===== config.mk =====
export PLATFORM = sky130hd
export DESIGN_NAME = imem_loader
export DESIGN_NICKNAME = d
export VERILOG_FILES = /design/src/rtl/imem_loader_pkg.sv /design/src/rtl/loader_checksum.sv /design/src/rtl/imem_loader.sv
export SDC_FILE = /design/constraint.sdc
export NUM_CORES = 1
export LEC_CHECK = 0
export BUFFER_PORTS_ARGS = -buffer_cell sky130_fd_sc_hd__buf_4
export CAP_MARGIN = 10
export CORE_AREA = 5 5 71 85
export DETAILED_ROUTE_END_ITERATION = 6
export DIE_AREA = 0 0 76 90
export PLACE_DENSITY = 0.74
export SETUP_SLACK_MARGIN = 0.05
export SLEW_MARGIN = 20
export SYNTH_ARGS = -nofsm -noshare
export SYNTH_HDL_FRONTEND = slang
export SYNTH_HIERARCHICAL = 1
export SYNTH_SLANG_ARGS = --single-unit

===== constraint.sdc =====
create_clock -name clk -period 1.9 [get_ports clk]
set_input_delay 0.38 -clock clk [delete_from_list [all_inputs] [get_ports clk]]
set_output_delay 0.38 -clock clk [all_outputs]
set_load 0.01 [all_outputs]

===== src/rtl/imem_loader_pkg.sv =====
// Shared types and constants for the instruction-memory boot loader.
// FSM state encoding, error codes and default memory sizing.
package imem_loader_pkg;

   typedef enum logic [2:0] {
      S_COUNT,
      S_DATA,
      S_CHECK,
      S_DONE,
      S_ERR
   } state_t;

   localparam logic [1:0] NONE      = 2'b00;
   localparam logic [1:0] BAD_COUNT = 2'b01;
   localparam logic [1:0] BAD_CSUM  = 2'b10;

   // 256-byte instruction memory holds 64 words
   localparam int DEF_MAX_WORDS = 64;

endpackage


===== src/rtl/loader_checksum.sv =====
// Running XOR of the streamed instruction bytes.
// Clear has priority over enable.
module loader_checksum (
   input  logic       clk,
   input  logic       clear,
   input  logic       en,
   input  logic [7:0] din,
   output logic [7:0] sum
);

   always_ff @(posedge clk) begin
      if (clear)
         sum <= 8'h00;
      else if (en)
         sum <= sum ^ din;
   end

endmodule


===== src/rtl/imem_loader.sv =====
// Byte-stream boot loader: count, 4N bytes, XOR checksum.
// Holds the CPU in reset until a load completes cleanly.
module imem_loader
   import imem_loader_pkg::*;
#(
   parameter int MAX_WORDS = DEF_MAX_WORDS,
   parameter int ADDR_W    = 8
) (
   input  logic              clk,
   input  logic              rst,
   input  logic              in_valid,
   input  logic [7:0]        in_data,
   output logic              in_ready,
   input  logic              reload,
   output logic              mem_we,
   output logic [ADDR_W-1:0] mem_addr,
   output logic [7:0]        mem_wdata,
   output logic              cpu_hold,
   output logic              done,
   output logic              err,
   output logic [1:0]        err_code
);

   state_t            state;
   state_t            state_nxt;
   logic              accept;
   logic              cnt_ok;
   logic              is_last;
   logic              csum_ok;
   logic              finished;
   logic [7:0]        n;
   logic [ADDR_W-1:0] idx;
   logic [7:0]        sum;
   logic [ADDR_W+1:0] last_w;

   assign accept   = in_valid && in_ready;
   assign cnt_ok   = (in_data != 8'd0) && (int'(in_data) <= MAX_WORDS);
   // widened so that 4*N-1 is exact even at N = MAX_WORDS
   assign last_w   = (ADDR_W+2)'({n, 2'b00}) - (ADDR_W+2)'(1);
   assign is_last  = ((ADDR_W+2)'(idx) == last_w);
   assign csum_ok  = (in_data == sum);
   assign finished = (state == S_DONE) || (state == S_ERR);

   loader_checksum u_csum (
      .clk   (clk),
      .clear (rst || (state == S_COUNT && accept)),
      .en    (state == S_DATA && accept),
      .din   (in_data),
      .sum   (sum)
   );

   always_ff @(posedge clk) begin
      if (rst)
         state <= S_COUNT;
      else
         state <= state_nxt;
   end

   always_comb begin
      state_nxt = state;
      unique case (state)
         S_COUNT:
            if (accept)
               state_nxt = cnt_ok ? S_DATA : S_ERR;
         S_DATA:
            if (accept && is_last)
               state_nxt = S_CHECK;
         S_CHECK:
            if (accept)
               state_nxt = csum_ok ? S_DONE : S_ERR;
         S_DONE, S_ERR:
            if (reload)
               state_nxt = S_COUNT;
         default:
            state_nxt = S_COUNT;
      endcase
   end

   always_comb begin
      in_ready = 1'b0;
      done     = 1'b0;
      err      = 1'b0;
      cpu_hold = 1'b1;
      unique case (state)
         S_COUNT, S_DATA, S_CHECK:
            in_ready = 1'b1;
         S_DONE: begin
            done     = 1'b1;
            cpu_hold = 1'b0;
         end
         S_ERR:
            err = 1'b1;
         default: ;
      endcase
   end

   always_ff @(posedge clk) begin
      if (rst) begin
         n         <= 8'd0;
         idx       <= '0;
         mem_we    <= 1'b0;
         mem_addr  <= '0;
         mem_wdata <= 8'd0;
         err_code  <= NONE;
      end else begin
         mem_we <= 1'b0;
         if (state == S_COUNT && accept) begin
            if (cnt_ok) begin
               n   <= in_data;
               idx <= '0;
            end else begin
               err_code <= BAD_COUNT;
            end
         end
         if (state == S_DATA && accept) begin
            mem_we    <= 1'b1;
            mem_addr  <= idx;
            mem_wdata <= in_data;
            idx       <= idx + 1'b1;
         end
         if (state == S_CHECK && accept && !csum_ok)
            err_code <= BAD_CSUM;
         if (finished && reload)
            err_code <= NONE;
      end
   end

endmodule


==> impl_metrics.tcl <==
set metrics [dict create \
    die_y_um 90 \
    synth_top_area_cell "dfxtp_1" \
    synth_top_family_by_area "simple AND/OR/NAND/NOR gates" \
    max-vdd-ir-drop_uv 472.5 \
    cts.sinks 46 \
    cts.htree.levels 2 \
    ys_top_cells_by_area "dfxtp_1 40%, a21oi_1 8.6%, nand2_1 5.8%" \
    area.sequential_sq_um 929.6 \
    yosysMostFrequentCell "dfxtp_1" \
    dr.pass1.iters 4 \
    grt_pass1_vias 2011 \
    num-nets-final 339 \
    setup_viol 0 \
    syn_inst 284 \
    status "finished clean" \
    yosys_warnings 6 \
    fillers 500 \
    cts_buffers 5 \
    hpwlAfterDp_um 3897 \
    initial_core_util_pct 44.63 \
    finalCritPeriodShare_pct 95.18 \
    fp-row-count 29 \
    synth_compound_area_share_pct 19.67 \
    timing.slew.headroom_pct 64.80 \
    crit_required_ns 2.09 \
    hold_class "input pin to flop" \
    yosysUniqueCellTypes 46 \
    leakage_nw 1.063 \
    ys.flop_type "dfxtp_1" \
    worstPathMaxFanout 7 \
    grt_busiest_layer "met2" \
    cts_tree "yes" \
    max_freq_mhz 553.0 \
    maxCapViolCount 0 \
    synthTopCellsByCount "46 x dfxtp_1, 40 x a21oi_1, 36 x nand2_1" \
    synthAdderAreaFrac_pct 1.080 \
    clk_latency_ns 0.31 \
    total_power_mw 1.894 \
    grt-ovfl-total 0 \
    antenna_found_initial 0 \
    drt_iter0_drc 101 \
    synth_edf_count 0 \
    clk_path_buf_depth 2 \
    wire_per_inst_um 14.38 \
    finClkSkew_ns 0.007755 \
    grt_max_degree 41 \
    rsz0062_at_grt "true" \
    ys_ff_latch 46 \
    use_met2_pct 25.71 \
    dieArea_sq_um 6840 \
    stdcell_count 388 \
    crit_slowest_cell "nor4_1" \
    dp_cells 380 \
    ios 35 \
    synth_top_area_share_pct 39.76 \
    gp_congestion 0.8574 \
    crit_top_cell "buf_4" \
    multi_input_comb_area_sq_um 1315 \
    syn_area_per_cell_sq_um 8.155 \
    drc 0 \
    drt_wl_total_um 5578 \
    start_kind "input pin" \
    synth.cell_area_sq_um 2316 \
    powerDensity_nw_per_um2 669.3 \
    root_buffer "clkbuf_8" \
    via_per_inst 5.487 \
    final_area_sq_um 2830 \
    clkSlewWorstSetupHoldPaths_ns 0.09 \
    path_class "input pin to flop" \
    cp-end-kind "flop" \
    syn_nets 298 \
    dpl-instance-area_sq_um 2680 \
    slowest_delay_ns 0.50 \
    antenna_cells 0 \
    holdWs_ns 0.3600 \
    setup_tns_ns 0 \
    period_needed_ns 1.808 \
    seq_area_frac_synth_pct 39.76 \
    vias 2129 \
    hold_viol 0 \
    muxShareOfSynthArea_pct 3.025 \
    core-area_sq_um 5189 \
    drive_gt1_share_pct 24.54 \
    io_buffers 34 \
    met3_usage_pct 3.700 \
    crit_chain "buf_4, nor4_1, nand3_1, a211oi_4, nor2_1, buf_4, o21ai_1, a21oi_1" \
    die_w_um 76 \
    yosys.area_share.simple_pct 25.45 \
    worstPathArrival_ns 1.99 \
    area_delta_synth_final_pct 22.20 \
    synthXorXnorAreaFrac_pct 6.051 \
    worstMarginPinSlew_ns 0.5232 \
    slew_viol_final 0 \
    grt_pass1_wl_um 9190 \
    async_flop_share_pct 0 \
    grt.total_usage_pct 15.85 \
    ant_nets 0 \
    use_met1_pct 19.79 \
]
where the power goes:
group          leakage [nW]  switching (mW)  total [mW]  internal [mW]
Combinational         0.640           0.130       0.242          0.112
Clock                0.0489           0.355       0.657          0.301
Sequential            0.374          0.0156       0.996          0.980
layout make-up:
class                           instances  area share [%]
Clock inverter                          1          0.3095
Multi-Input combinational cell        215           46.46
Tap cell                               62           2.741
Sequential cell                        46           32.85
Timing Repair Buffer                   50           13.66
Inverter                                7          0.9284
Clock buffer                            7           3.050
per-layer routing:
layer,vias to the layer above,part of all wire [%]
li1,1065,-
met2,47,49
met3,10,4.2
met5,-,0
met4,0,1.8
met1,1007,45
stage by stage:
| step | worst slack, ns | util (%) |
|---|---|---|
| after floorplan | 0.05247 | - |
| after global placement | 0.08364 | 51.65 |
| after detailed placement | -0.07957 | 51.65 |
| after CTS | 0.09514 | 53.48 |
| after global routing | 0.003472 | 54.55 |
| final | 0.09160 | 54.55 |
critical path: cells and delay by family:
family	cells	cell delay [ns]
and+or+nand+nor	3	0.82
AOI/OAI and AO/OA	3	0.50
buffers and inverters	2	0.29
cells in the final DEF, fill, tap and decap left out, drive strengths merged, types with 4 or more instances in the layout:
cell,netlist,layout
a21bo,8,8
a21oi,40,40
and3,4,4
buf,7,50
clkbuf,9,7
dfxtp,46,46
inv,7,8
mux2i,7,7
nand2,36,36
nand2b,5,5
nand3,4,4
nand3b,13,13
nor2,28,28
nor4,4,4
o21ai,16,16
or3,4,4
xnor2,15,15
state kept, by name, indices dropped and copies added, names as in the netlist:
signal / flops
idx: 8
n: 8
u_csum/sum: 8
state: 3
mem_we: 1
mem_addr: 8
mem_wdata: 8
err_code: 2
kinds of logic after synthesis:
| group | Yosys count |
|---|---|
| adder cells (fa/ha/maj) | 2 |
| buffers and inverters | 23 |
| AO/OA/AOI/OAI | 75 |
| multiplexers | 7 |
| AND/OR/NAND/NOR | 115 |
| XOR/XNOR | 16 |
| flip-flops | 46 |
path summary, 6_finish.rpt:
check	startpoint	end	slack, ns	cells after the start
setup / recovery	in_data[3]	idx[2]$_SDFFE_PP0P_	0.09	8
setup reg to reg	state[2]$_SDFFE_PP0P_	idx[2]$_SDFFE_PP0P_	0.11	7
hold / removal	reload	state[2]$_SDFFE_PP0P_	0.36	4
hold reg to reg	mem_addr[6]$_SDFFE_PP0P_	mem_addr[6]$_SDFFE_PP0P_	0.46	2
repair_timing:
action | in CTS | in global routing
setup endpoints to repair | 0 | 24
gates resized for setup | 0 | 20
hold buffers | 0 | 0
setup buffers | 0 | 0
Note: power is estimated with default switching activity, not from simulation.
